`src/rtl/chess_pkg.sv`:
```
// Shared definitions for the move-generation datapath: piece/colour codes,
// move and FIFO word geometry, move flag bit positions, the invalid-move
// word and the move collector state encoding.
package chess_pkg;

  typedef enum logic [2:0] {
    EMPTY   = 3'd0,
    PAWN    = 3'd1,
    KNIGHT  = 3'd2,
    BISHOP  = 3'd3,
    ROOK    = 3'd4,
    QUEEN   = 3'd5,
    KING    = 3'd6,
    NOTUSED = 3'd7
  } piece_t;

  typedef enum logic {
    WHITE = 1'b0,
    BLACK = 1'b1
  } colour_t;

  localparam int MOVE_W = 19;
  localparam int FIFO_W = 160;
  localparam int SLOTS  = 8;

  localparam int FLG_INVALID = 18;
  localparam int FLG_PROMOTE = 17;
  localparam int FLG_PAWN    = 16;
  localparam int FLG_PAWN2   = 15;
  localparam int FLG_EP      = 14;
  localparam int FLG_CASTLE  = 13;
  localparam int FLG_CAPTURE = 12;

  // Filler word for unused FIFO slots: only the invalid flag is set.
  localparam logic [MOVE_W-1:0] IMOV = 19'h40000;

  typedef enum logic [2:0] {
    ST_IDLE = 3'd0,
    ST_WAIT = 3'd1,
    ST_SEL  = 3'd2,
    ST_LAT  = 3'd3,
    ST_UNPK = 3'd4,
    ST_NEXT = 3'd5,
    ST_FIN  = 3'd6
  } coll_state_t;

  // Extract move slot k from the packed slot area of a FIFO word.
  function automatic logic [MOVE_W-1:0] get_slot(input logic [SLOTS*MOVE_W-1:0] w,
                                                 input logic [2:0] k);
    return w[k*MOVE_W +: MOVE_W];
  endfunction

endpackage

```
`src/rtl/slot_picker.sv`:
```
// Priority picker: lowest set bit of the pending-slot mask and a flag
// telling whether any slot is still pending.
module slot_picker
  import chess_pkg::*;
(
  input  logic [SLOTS-1:0] mask,
  output logic [2:0]       idx,
  output logic             any
);

  // Scan from the top so the lowest set bit wins.
  always_comb begin
    idx = '0;
    any = |mask;
    for (int k = SLOTS - 1; k >= 0; k--) begin
      if (mask[k]) idx = k[2:0];
    end
  end

endmodule

```
`src/rtl/move_collector.sv`:
```
// Move collector: after all square units finish, walks squares 0..NSQ-1,
// drains each square FIFO through the external mux selected by sq_sel,
// unpacks up to 8 moves per word and streams valid ones on mv_valid/mv_ready.
// Optional macro MOVE_COLLECTOR_STATS_EN adds the cap_count output.
module move_collector
  import chess_pkg::*;
#(
  parameter int NSQ       = 64,
  parameter int MAX_MOVES = 255,
  parameter int CNT_W     = 8
) (
  input  logic              clk,
  input  logic              reset,
  input  logic              start,
  input  logic              sq_done_all,
  output logic [5:0]        sq_sel,
  input  logic              sq_fifo_empty,
  input  logic [FIFO_W-1:0] sq_fifo_data,
  output logic              sq_rden,
  output logic              mv_valid,
  input  logic              mv_ready,
  output logic [MOVE_W-1:0] mv_data,
  output logic [CNT_W-1:0]  mv_count,
  output logic              overflow,
  output logic              busy,
  output logic              list_done
`ifdef MOVE_COLLECTOR_STATS_EN
  ,
  output logic [CNT_W-1:0]  cap_count
`endif
);

  localparam logic [CNT_W-1:0] MAX_CNT = CNT_W'(MAX_MOVES);
  localparam logic [5:0]       LAST_SQ = 6'(NSQ - 1);

  coll_state_t              state_reg;
  logic [SLOTS*MOVE_W-1:0]  word_reg;
  logic [SLOTS-1:0]         mask_reg;
  logic [SLOTS-1:0]         lat_mask;
  logic [2:0]               pick_idx;
  logic                     pick_any;
  logic                     at_max;
  logic                     unused_fifo_bits;

  // Bits above the eight slots carry nothing for us.
  assign unused_fifo_bits = ^sq_fifo_data[FIFO_W-1:SLOTS*MOVE_W];

  // A slot is pending when its invalid flag is clear.
  for (genvar gi = 0; gi < SLOTS; gi++) begin : g_mask
    assign lat_mask[gi] = ~sq_fifo_data[gi*MOVE_W + FLG_INVALID];
  end

  slot_picker u_slot_picker (
    .mask (mask_reg),
    .idx  (pick_idx),
    .any  (pick_any)
  );

  assign at_max = (mv_count == MAX_CNT);

  // Read strobe must land in the SEL cycle itself so the word is present in LAT.
  assign sq_rden  = (state_reg == ST_SEL) && !sq_fifo_empty;
  // Move outputs decode registered state only, so a stall never changes them.
  assign mv_valid = (state_reg == ST_UNPK) && pick_any && !at_max;
  assign mv_data  = mv_valid ? get_slot(word_reg, pick_idx) : '0;

  // Collection state machine with its registered status outputs.
  always_ff @(posedge clk or negedge reset) begin
    if (!reset) begin
      state_reg <= ST_IDLE;
      sq_sel    <= '0;
      word_reg  <= '0;
      mask_reg  <= '0;
      mv_count  <= '0;
      overflow  <= 1'b0;
      busy      <= 1'b0;
      list_done <= 1'b0;
`ifdef MOVE_COLLECTOR_STATS_EN
      cap_count <= '0;
`endif
    end else begin
      list_done <= 1'b0;
      case (state_reg)
        ST_IDLE: begin
          if (start) begin
            state_reg <= ST_WAIT;
            busy      <= 1'b1;
            mv_count  <= '0;
            overflow  <= 1'b0;
            sq_sel    <= '0;
`ifdef MOVE_COLLECTOR_STATS_EN
            cap_count <= '0;
`endif
          end
        end
        ST_WAIT: begin
          if (sq_done_all) state_reg <= ST_SEL;
        end
        ST_SEL: begin
          state_reg <= sq_fifo_empty ? ST_NEXT : ST_LAT;
        end
        ST_LAT: begin
          word_reg  <= sq_fifo_data[SLOTS*MOVE_W-1:0];
          mask_reg  <= lat_mask;
          state_reg <= ST_UNPK;
        end
        ST_UNPK: begin
          if (!pick_any) begin
            // Same square again: its FIFO may hold further words.
            state_reg <= ST_SEL;
          end else if (at_max) begin
            // Budget exhausted: discard what is left but keep draining.
            mask_reg <= '0;
            overflow <= 1'b1;
          end else if (mv_ready) begin
            mask_reg[pick_idx] <= 1'b0;
            mv_count           <= mv_count + 1'b1;
`ifdef MOVE_COLLECTOR_STATS_EN
            if (mv_data[FLG_CAPTURE]) cap_count <= cap_count + 1'b1;
`endif
          end
        end
        ST_NEXT: begin
          if (sq_sel == LAST_SQ) begin
            state_reg <= ST_FIN;
            list_done <= 1'b1;
          end else begin
            sq_sel    <= sq_sel + 1'b1;
            state_reg <= ST_SEL;
          end
        end
        ST_FIN: begin
          busy      <= 1'b0;
          state_reg <= ST_IDLE;
        end
        default: state_reg <= ST_IDLE;
      endcase
    end
  end

endmodule
```
`config.mk`:
```
export PLATFORM = sky130hd
export DESIGN_NAME = move_collector
export DESIGN_NICKNAME = d
export VERILOG_FILES = /design/src/rtl/chess_pkg.sv /design/src/rtl/slot_picker.sv /design/src/rtl/move_collector.sv
export SDC_FILE = /design/constraint.sdc
export NUM_CORES = 1
export LEC_CHECK = 0
export CAP_MARGIN = 20
export CELL_PAD_IN_SITES_DETAIL_PLACEMENT = 0
export CELL_PAD_IN_SITES_GLOBAL_PLACEMENT = 2
export CORE_ASPECT_RATIO = 1.25
export CORE_MARGIN = 3
export CORE_UTILIZATION = 29
export CTS_CLUSTER_SIZE = 30
export DETAILED_ROUTE_END_ITERATION = 8
export GPL_TIMING_DRIVEN = 0
export PLACE_DENSITY_LB_ADDON = 0.1
export SLEW_MARGIN = 30
export SYNTH_ARGS = -nofsm -noshare
export SYNTH_HDL_FRONTEND = slang
export SYNTH_SLANG_ARGS = --single-unit
```
`constraint.sdc`:
```
create_clock -name clk -period 3.1 [get_ports clk]
set_clock_uncertainty 0.15 [all_clocks]
set_input_delay 0.775 -clock clk [delete_from_list [all_inputs] [get_ports clk]]
set_output_delay 0.775 -clock clk [all_outputs]
set_load 0.005 [all_outputs]
```
==> impl_metrics.xml <==
<?xml version="1.0" encoding="UTF-8"?>
<metrics>
  <group name="run_status">
    <metric name="status" unit="">finished, violations left</metric>
    <metric name="failed_checks" unit="">setup timing</metric>
  </group>
  <group name="setup_path">
    <metric name="crit_slowest_cell" unit="">sky130_fd_sc_hd__or4_4</metric>
    <metric name="critical_path.startpoint_type" unit="">register</metric>
    <metric name="cell_family_with_the_largest_share_of_critical_path_delay" unit="">simple AND/OR/NAND/NOR gates</metric>
    <metric name="number_of_buffer_and_inverter_instances_along_the_worst_setup_path" unit="">2</metric>
    <metric name="worstPathCellList" unit="">or4_4 &gt; clkbuf_16 &gt; o32a_1 &gt; o2111ai_4 &gt; a311oi_2 &gt; buf_2</metric>
    <metric name="critical_path_class" unit="">register to output port</metric>
    <metric name="maximum_fanout_along_the_worst_path" unit="">5</metric>
    <metric name="setup.worst_path.end_class" unit="">output port</metric>
    <metric name="critPathMaxStageDelay" unit="ns">0.61</metric>
    <metric name="data_arrival_time_of_the_critical_path" unit="ns">2.38</metric>
    <metric name="critical_path_required" unit="ns">2.17</metric>
  </group>
  <group name="global_routing">
    <metric name="grt_antenna_before_repair" unit="">1</metric>
    <metric name="globalRouteTotalUtil" unit="%">19.6</metric>
    <metric name="first_pass_grt_wire_length" unit="mm">47.8</metric>
    <metric name="via_count_of_the_first_global_routing_pass" unit="">8364</metric>
    <metric name="globalRoute.totalOverflow" unit="">0</metric>
    <metric name="grt_max_degree" unit="">77</metric>
  </group>
  <group name="die">
    <metric name="placement_rows" unit="">70</metric>
    <metric name="die_area" unit="um^2">31900</metric>
    <metric name="count_of_pins_on_the_block_boundary" unit="">204</metric>
    <metric name="initial_core_utilization" unit="%">29.5</metric>
    <metric name="fp.coreArea" unit="um^2">29300</metric>
    <metric name="die_h" unit="um">199</metric>
    <metric name="chipWidth" unit="um">160</metric>
  </group>
  <group name="drt">
    <metric name="routed_wire_length_per_instance" unit="um">18.7</metric>
    <metric name="postRouteWirelength" unit="mm">31.4</metric>
    <metric name="detailedRoute.firstIterationViolations" unit="">434</metric>
    <metric name="detail_route.vias_per_cell" unit="">4.79</metric>
    <metric name="detailedRoute.firstPassIterationCount" unit="">5</metric>
    <metric name="detail_route.drc_violations" unit="">0</metric>
    <metric name="drt.antenna.violating_nets" unit="">0</metric>
    <metric name="num_vias" unit="">8023</metric>
  </group>
  <group name="final_layout">
    <metric name="final_layout_size_suffix_gt1_share" unit="%">13.5</metric>
    <metric name="largest_register_ffs" unit="">152</metric>
    <metric name="layout.cell_area.non_filler" unit="um^2">12500</metric>
    <metric name="fillerInstances" unit="">3015</metric>
    <metric name="area_growth" unit="%">44.6</metric>
    <metric name="multi_input_comb_area" unit="um^2">4420</metric>
    <metric name="final_core_util" unit="%">42.6</metric>
    <metric name="nNetsFinal" unit="">1434</metric>
    <metric name="storage_cell_area" unit="um^2">4510</metric>
  </group>
  <group name="cts">
    <metric name="clock_sink_count" unit="">180</metric>
    <metric name="cts_made_buffers" unit="">17</metric>
    <metric name="clock_tree.htree_level_count" unit="">4</metric>
    <metric name="ctsRootBufferMaster" unit="">sky130_fd_sc_hd__clkbuf_16</metric>
    <metric name="clock_tree.buffer_depth" unit="">2</metric>
    <metric name="clkSlewWorstSetupHoldPaths" unit="ns">0.07</metric>
    <metric name="clock_latency" unit="ns">0.43</metric>
    <metric name="cts_tree" unit="">yes</metric>
  </group>
  <group name="pwr">
    <metric name="power-per-cell-area" unit="nW/um^2">960</metric>
    <metric name="intPower" unit="mW">7.01</metric>
    <metric name="p_sw" unit="mW">4.99</metric>
    <metric name="power_frac_seq" unit="%">35.0</metric>
    <metric name="power.share.clock" unit="%">18.5</metric>
    <metric name="power.share.combinational" unit="%">46.5</metric>
    <metric name="max_rail_drop_vdd" unit="mV">0.341</metric>
    <metric name="sw_frac_of_total" unit="%">41.6</metric>
    <metric name="power.leakage" unit="nW">5.58</metric>
  </group>
  <group name="logic_synthesis">
    <metric name="synth_commonest_cells" unit="">sky130_fd_sc_hd__nand2_1, sky130_fd_sc_hd__dfrtp_1, sky130_fd_sc_hd__clkbuf_1</metric>
    <metric name="yosysSeqAreaShare" unit="%">52.1</metric>
    <metric name="dominantRegCellSynth" unit="">sky130_fd_sc_hd__dfrtp_1</metric>
    <metric name="synthDominantAreaCellType" unit="">sky130_fd_sc_hd__dfrtp_1</metric>
    <metric name="gate_count_after_technology_mapping" unit="">1037</metric>
    <metric name="async_flop_share" unit="%">100</metric>
    <metric name="netlist.area_leader.share" unit="%">52.1</metric>
    <metric name="yosys.cell_count.top_type" unit="">sky130_fd_sc_hd__nand2_1</metric>
    <metric name="synthesis.area" unit="um^2">8640</metric>
    <metric name="syn-num-nets" unit="">1205</metric>
    <metric name="avgSynthCellArea" unit="um^2">8.33</metric>
    <metric name="synth-seq-cells" unit="">180</metric>
    <metric name="synthTopCellsByArea" unit="">sky130_fd_sc_hd__dfrtp_1, sky130_fd_sc_hd__nand2_1, sky130_fd_sc_hd__clkbuf_1, sky130_fd_sc_hd__o32a_1, sky130_fd_sc_hd__o31ai_1</metric>
    <metric name="synth-edff-count" unit="">0</metric>
    <metric name="synth.lib_cells_used.distinct" unit="">50</metric>
    <metric name="ys_warn_count" unit="">0</metric>
  </group>
  <group name="sta">
    <metric name="number_of_pins_exceeding_their_max_slew_limit_in_the_final_report" unit="">0</metric>
    <metric name="max_slew.worst_pin.slew" unit="ns">0.723</metric>
    <metric name="timing.slew.headroom" unit="%">51.4</metric>
    <metric name="hold_violations" unit="">0</metric>
    <metric name="grt_setup_unrepaired" unit="">true</metric>
    <metric name="period_minus_slack" unit="ns">3.30</metric>
    <metric name="final_min_period_over_clock_period" unit="%">107</metric>
    <metric name="fin_ws" unit="ns">-0.204</metric>
    <metric name="max_freq" unit="GHz">0.303</metric>
    <metric name="timing.final.setup_violations" unit="">19</metric>
  </group>
  <group name="hold_path">
    <metric name="min-delay-path-class" unit="">input port to async pin</metric>
  </group>
  <group name="placed_design">
    <metric name="place.port_buffers" unit="">194</metric>
    <metric name="placed_area" unit="um^2">11100</metric>
    <metric name="gp_routability_congestion" unit="">0.806</metric>
    <metric name="hpwlAfterDp" unit="mm">24.0</metric>
  </group>
  <group name="flow_run">
    <metric name="max_cap_violations" unit="">0</metric>
  </group>
</metrics>
==> worst reg2reg max path: cells and delay by family, from the launching register on <==
| family | cells | cell delay [ns] |
|---|---|---|
| AO/OA/AOI/OAI | 2 | 0.26 |
| buffers and inverters | 2 | 0.32 |
| flip-flops | 1 | 0.41 |
| AND/OR/NAND/NOR | 2 | 1.16 |
==> layout by cell type, fill, tap and decap left out, types with 6 or more instances in the layout <==
cell type	n
sky130_fd_sc_hd__buf_4	13
sky130_fd_sc_hd__o2111ai_2	10
sky130_fd_sc_hd__o32a_1	19
sky130_fd_sc_hd__nor2b_1	21
sky130_fd_sc_hd__dfrtp_2	7
sky130_fd_sc_hd__o31ai_4	8
sky130_fd_sc_hd__nor3b_1	20
sky130_fd_sc_hd__buf_2	22
sky130_fd_sc_hd__o21ai_0	8
sky130_fd_sc_hd__o2111ai_4	9
sky130_fd_sc_hd__buf_1	8
sky130_fd_sc_hd__buf_6	6
sky130_fd_sc_hd__dfrtp_1	173
sky130_fd_sc_hd__clkdlybuf4s50_1	173
sky130_fd_sc_hd__nor2_1	14
sky130_fd_sc_hd__o31ai_2	11
sky130_fd_sc_hd__o22ai_1	6
sky130_fd_sc_hd__clkbuf_8	7
sky130_fd_sc_hd__nand3b_1	21
sky130_fd_sc_hd__clkbuf_16	19
sky130_fd_sc_hd__a311oi_2	17
sky130_fd_sc_hd__clkbuf_2	11
sky130_fd_sc_hd__nand3_1	13
sky130_fd_sc_hd__nand2_1	530
sky130_fd_sc_hd__a21oi_1	8
sky130_fd_sc_hd__clkbuf_1	33
==> repair_timing <==
action	in CTS	in global routing
setup buffers	12	2
pin swaps	68	11
hold buffers	0	0
resized for setup	217	14
setup endpoints to repair	20	21
gates cloned	3	0
==> path summary, 6_finish.rpt <==
check,startpoint,to,slack (ns),cells past startpoint
setup / recovery,mask_reg[7]$_DFFE_PN0P_,mv_data[14],-0.20,6
hold / removal,reset,sq_sel[2]$_DFFE_PN0P_,0.09,1
setup reg to reg,mask_reg[7]$_DFFE_PN0P_,state_reg[2]$_DFFE_PN0P_,0.69,6
hold reg to reg,word_reg[103]$_DFFE_PN0P_,word_reg[103]$_DFFE_PN0P_,0.32,2
max in group asynchronous,reset,mask_reg[7]$_DFFE_PN0P_,1.96,2
min in group clk,word_reg[103]$_DFFE_PN0P_,word_reg[103]$_DFFE_PN0P_,0.32,2
==> power by group through the flow <==
stage	Combinational [mW]	Sequential (mW)	Clock, mW
global route	6.12	4.32	2.38
floorplan	2.75	3.92	0
detailed placement	4.47	4.17	0
global placement	4.43	4.16	0
finish	5.58	4.20	2.22
CTS	5.59	4.20	2.28
==> logic make-up after synthesis <==
kind of cell | after synthesis | synth area share (%)
and+or+nand+nor | 646 | 31.7
DFF | 180 | 52.1
AOI/OAI and AO/OA | 125 | 11.6
buffers and inverters | 76 | 3.43
muxes | 5 | 0.579
xor gates and xnor gates | 3 | 0.304
adders and majority gates | 2 | 0.289
==> layer usage <==
metal	GRT usage [%]	vias up	part of all wire [%]
met5	0	-	0
met4	7.56	0	3.0
met3	3.46	45	3.8
met2	32.8	201	49
met1	25.4	3846	45
li1	-	3931	-
==> through the flow <==
stage | TNS [ns] | total power, mW | setup slack, ns | hold slack [ns] | instances
CTS | -3.98 | 12.1 | -0.252 | 0.104 | 1674
global route | -4.25 | 12.8 | -0.259 | 0.114 | 1676
finish | -3.27 | 12.0 | -0.204 | 0.0898 | 1676
detailed placement | -12.63 | 8.64 | -0.844 | 0.307 | 1629
global placement | -1289.16 | 8.60 | -7.11 | 0.300 | 1627
floorplan | 0 | 6.67 | 0.514 | 0.287 | 1037
==> final cells by class <==
class | instances | share of cell area (%)
repair buffers | 212 | 16.3
well taps | 396 | 3.96
clock inverters | 13 | 1.20
multi-input cells | 781 | 35.3
plain buffers | 70 | 3.37
flip-flops and latches | 180 | 36.1
clock buffers | 19 | 3.54
diodes | 1 | 0.0200
inverters | 4 | 0.120
No activity file was read; power rests on OpenSTA's default activity.
==> variant, RTL diff (same flow settings) <==
`CNT_W`: 8 -> 6.
--- a/src/rtl/move_collector.sv
+++ b/src/rtl/move_collector.sv
@@ -7,7 +7,7 @@
 #(
   parameter int NSQ       = 64,
   parameter int MAX_MOVES = 255,
-  parameter int CNT_W     = 8
+  parameter int CNT_W     = 6
 ) (
   input  logic              clk,
   input  logic              reset,
Ports: changed (resized mv_count); port bits go from 204 to 202. The function was not compared with the original's and may differ.
==> variant against the unedited design <==
  * The run still ends with negative setup slack left
  * Clock power fell by 5%
  * Register-to-register slack got worse by 70 ps
  * Sequential cell count is 2 lower
  * Hold slack worse by 52 ps
  * Wire length increased by 1.5%
  * Synthesized area is 0.25% lower
  * Cell area up 4.2%
  * Worst setup slack got worse by 62 ps
  * Power decreased by 0.95%
  * Count of clock-buffer cells in the layout rose by 3
  * Global-route usage is 0.47 points higher
  * Critical path depth rose by 1
  * Critical path type unchanged
  * Critical endpoint is now mv_data[7]
==> variant: results (changes against the unedited design) <==
CTS resizes 271 (+25%); RePlAce Congestion 0.788 (-2.3%); DP Wirelength 22,800 um (-4.9%); Seq. pwr 4110 uW (-2%); status complete, but fails checks; largest net degree at the start of global routing 78 (+1.3%); gr usage total 20.1% (+0.47 points); clk root buf clkbuf_16; Post-CTS Setup Repair Bufs 22 (+10); Post-Syn Instances 1,054 (+1.6%); Final nets 1,472 (+2.6%); placed inst area 11,100 um2 (-0.35%); vias in the first global route 8,449 (+1.0%); peak supply drop 0.293 mV (-14%); Initial DRT Pass Iterations 4 (-1); initial antenna violation count 3 (+2); Final setup violation count 19 (unchanged); Leak 0.00586 uW (+5.1%); Least-Margin Pin Slew 835 ps (+113 ps); setup TNS -3390 ps (-126 ps); syn_nets 1,222 (+1.4%); synth top area cells dfrtp_1 (52%), nand2_1 (21%), a21oi_1 (3.8%); first-pass GRT wire length 49,000 um (+2.4%); worst r2r path cells 7 (+1); Net Sw Frac 40.3% (-1.3 points); register area share after synthesis 51.7% (-0.45 points); worst setup margin -266 ps (-62.0 ps); WL/cell 18.6 um (-0.49%); Setup WS pre-CTS -659 ps (+185 ps); Clock power frac 17.9% (-0.6 points); Iter 0 DRT Violations 427 (-1.6%); via/cell ratio 4.69 (-2.0%); fin cells 1,710 (+2.0%); violated checks negative setup slack; Netlist cell types 54 (+8.0%); DP Cell Count 1,639 (+0.61%)
## variant: cell types whose count changed after synthesis, moves of 20 or more
| cell | delta |
|---|---|
| a21oi_1 | +57 |
| o31ai_1 | -23 |
| nand2b_1 | +36 |
| nand2_1 | -59 |
| nor2_1 | +36 |
| nor2b_1 | -20 |
## variant: cell families (layout without fill, tap and decap cells)
group,after synthesis,count (layout),synth area share [%]
other,0,4,0
multiplexers,5,5,0.580
AO/OA/AOI/OAI,143,143,10.3
XOR/XNOR,2,2,0.203
AND/OR/NAND/NOR,649,649,33.0
flip-flops,178,178,51.7
buffers and inverters,75,337,3.96
adder cells (fa/ha/maj),2,2,0.290
## variant: worst max-delay path: stages, from the launching register on
cell and delay (ps):
dfrtp_1 370, buf_6 130, or4b_4 570, bufbuf_16 300, nor2_2 100, o21ai_2 100, and3_1 170, dlygate4sd2_1 260
## variant: path summary, 6_finish.rpt
check	from	endpoint	slack [ps]
max in group asynchronous	reset	mask_reg[0]	2020
worst max register to register	state_reg[1]	word_reg[18]	620
min in group clk	word_reg[81]	word_reg[81]	320
worst min register to register	word_reg[81]	word_reg[81]	320
worst min-delay path	reset	word_reg[10]	40
worst max-delay path	mask_reg[4]	mv_data[7]	-270
## variant: layout make-up
class	count	area (um2)	area share [%]
multi-input cells	801	4650	35.7
flip-flops and latches	178	4460	34.3
repair buffers	233	2350	18.0
well taps	390	488	3.75
plain buffers	67	487	3.74
clock buffers	22	444	3.41
clock inverters	9	110	0.846
inverters	6	22.5	0.173
diodes	4	10.0	0.0769
## variant: metal layers
| layer | GRT usage [%] | wire length, um |
|---|---|---|
| met4 | 5.72 | 456 |
| met2 | 34.2 | 16000 |
| met5 | 0 | 0 |
| met1 | 26.4 | 14300 |
| met3 | 3.69 | 1090 |
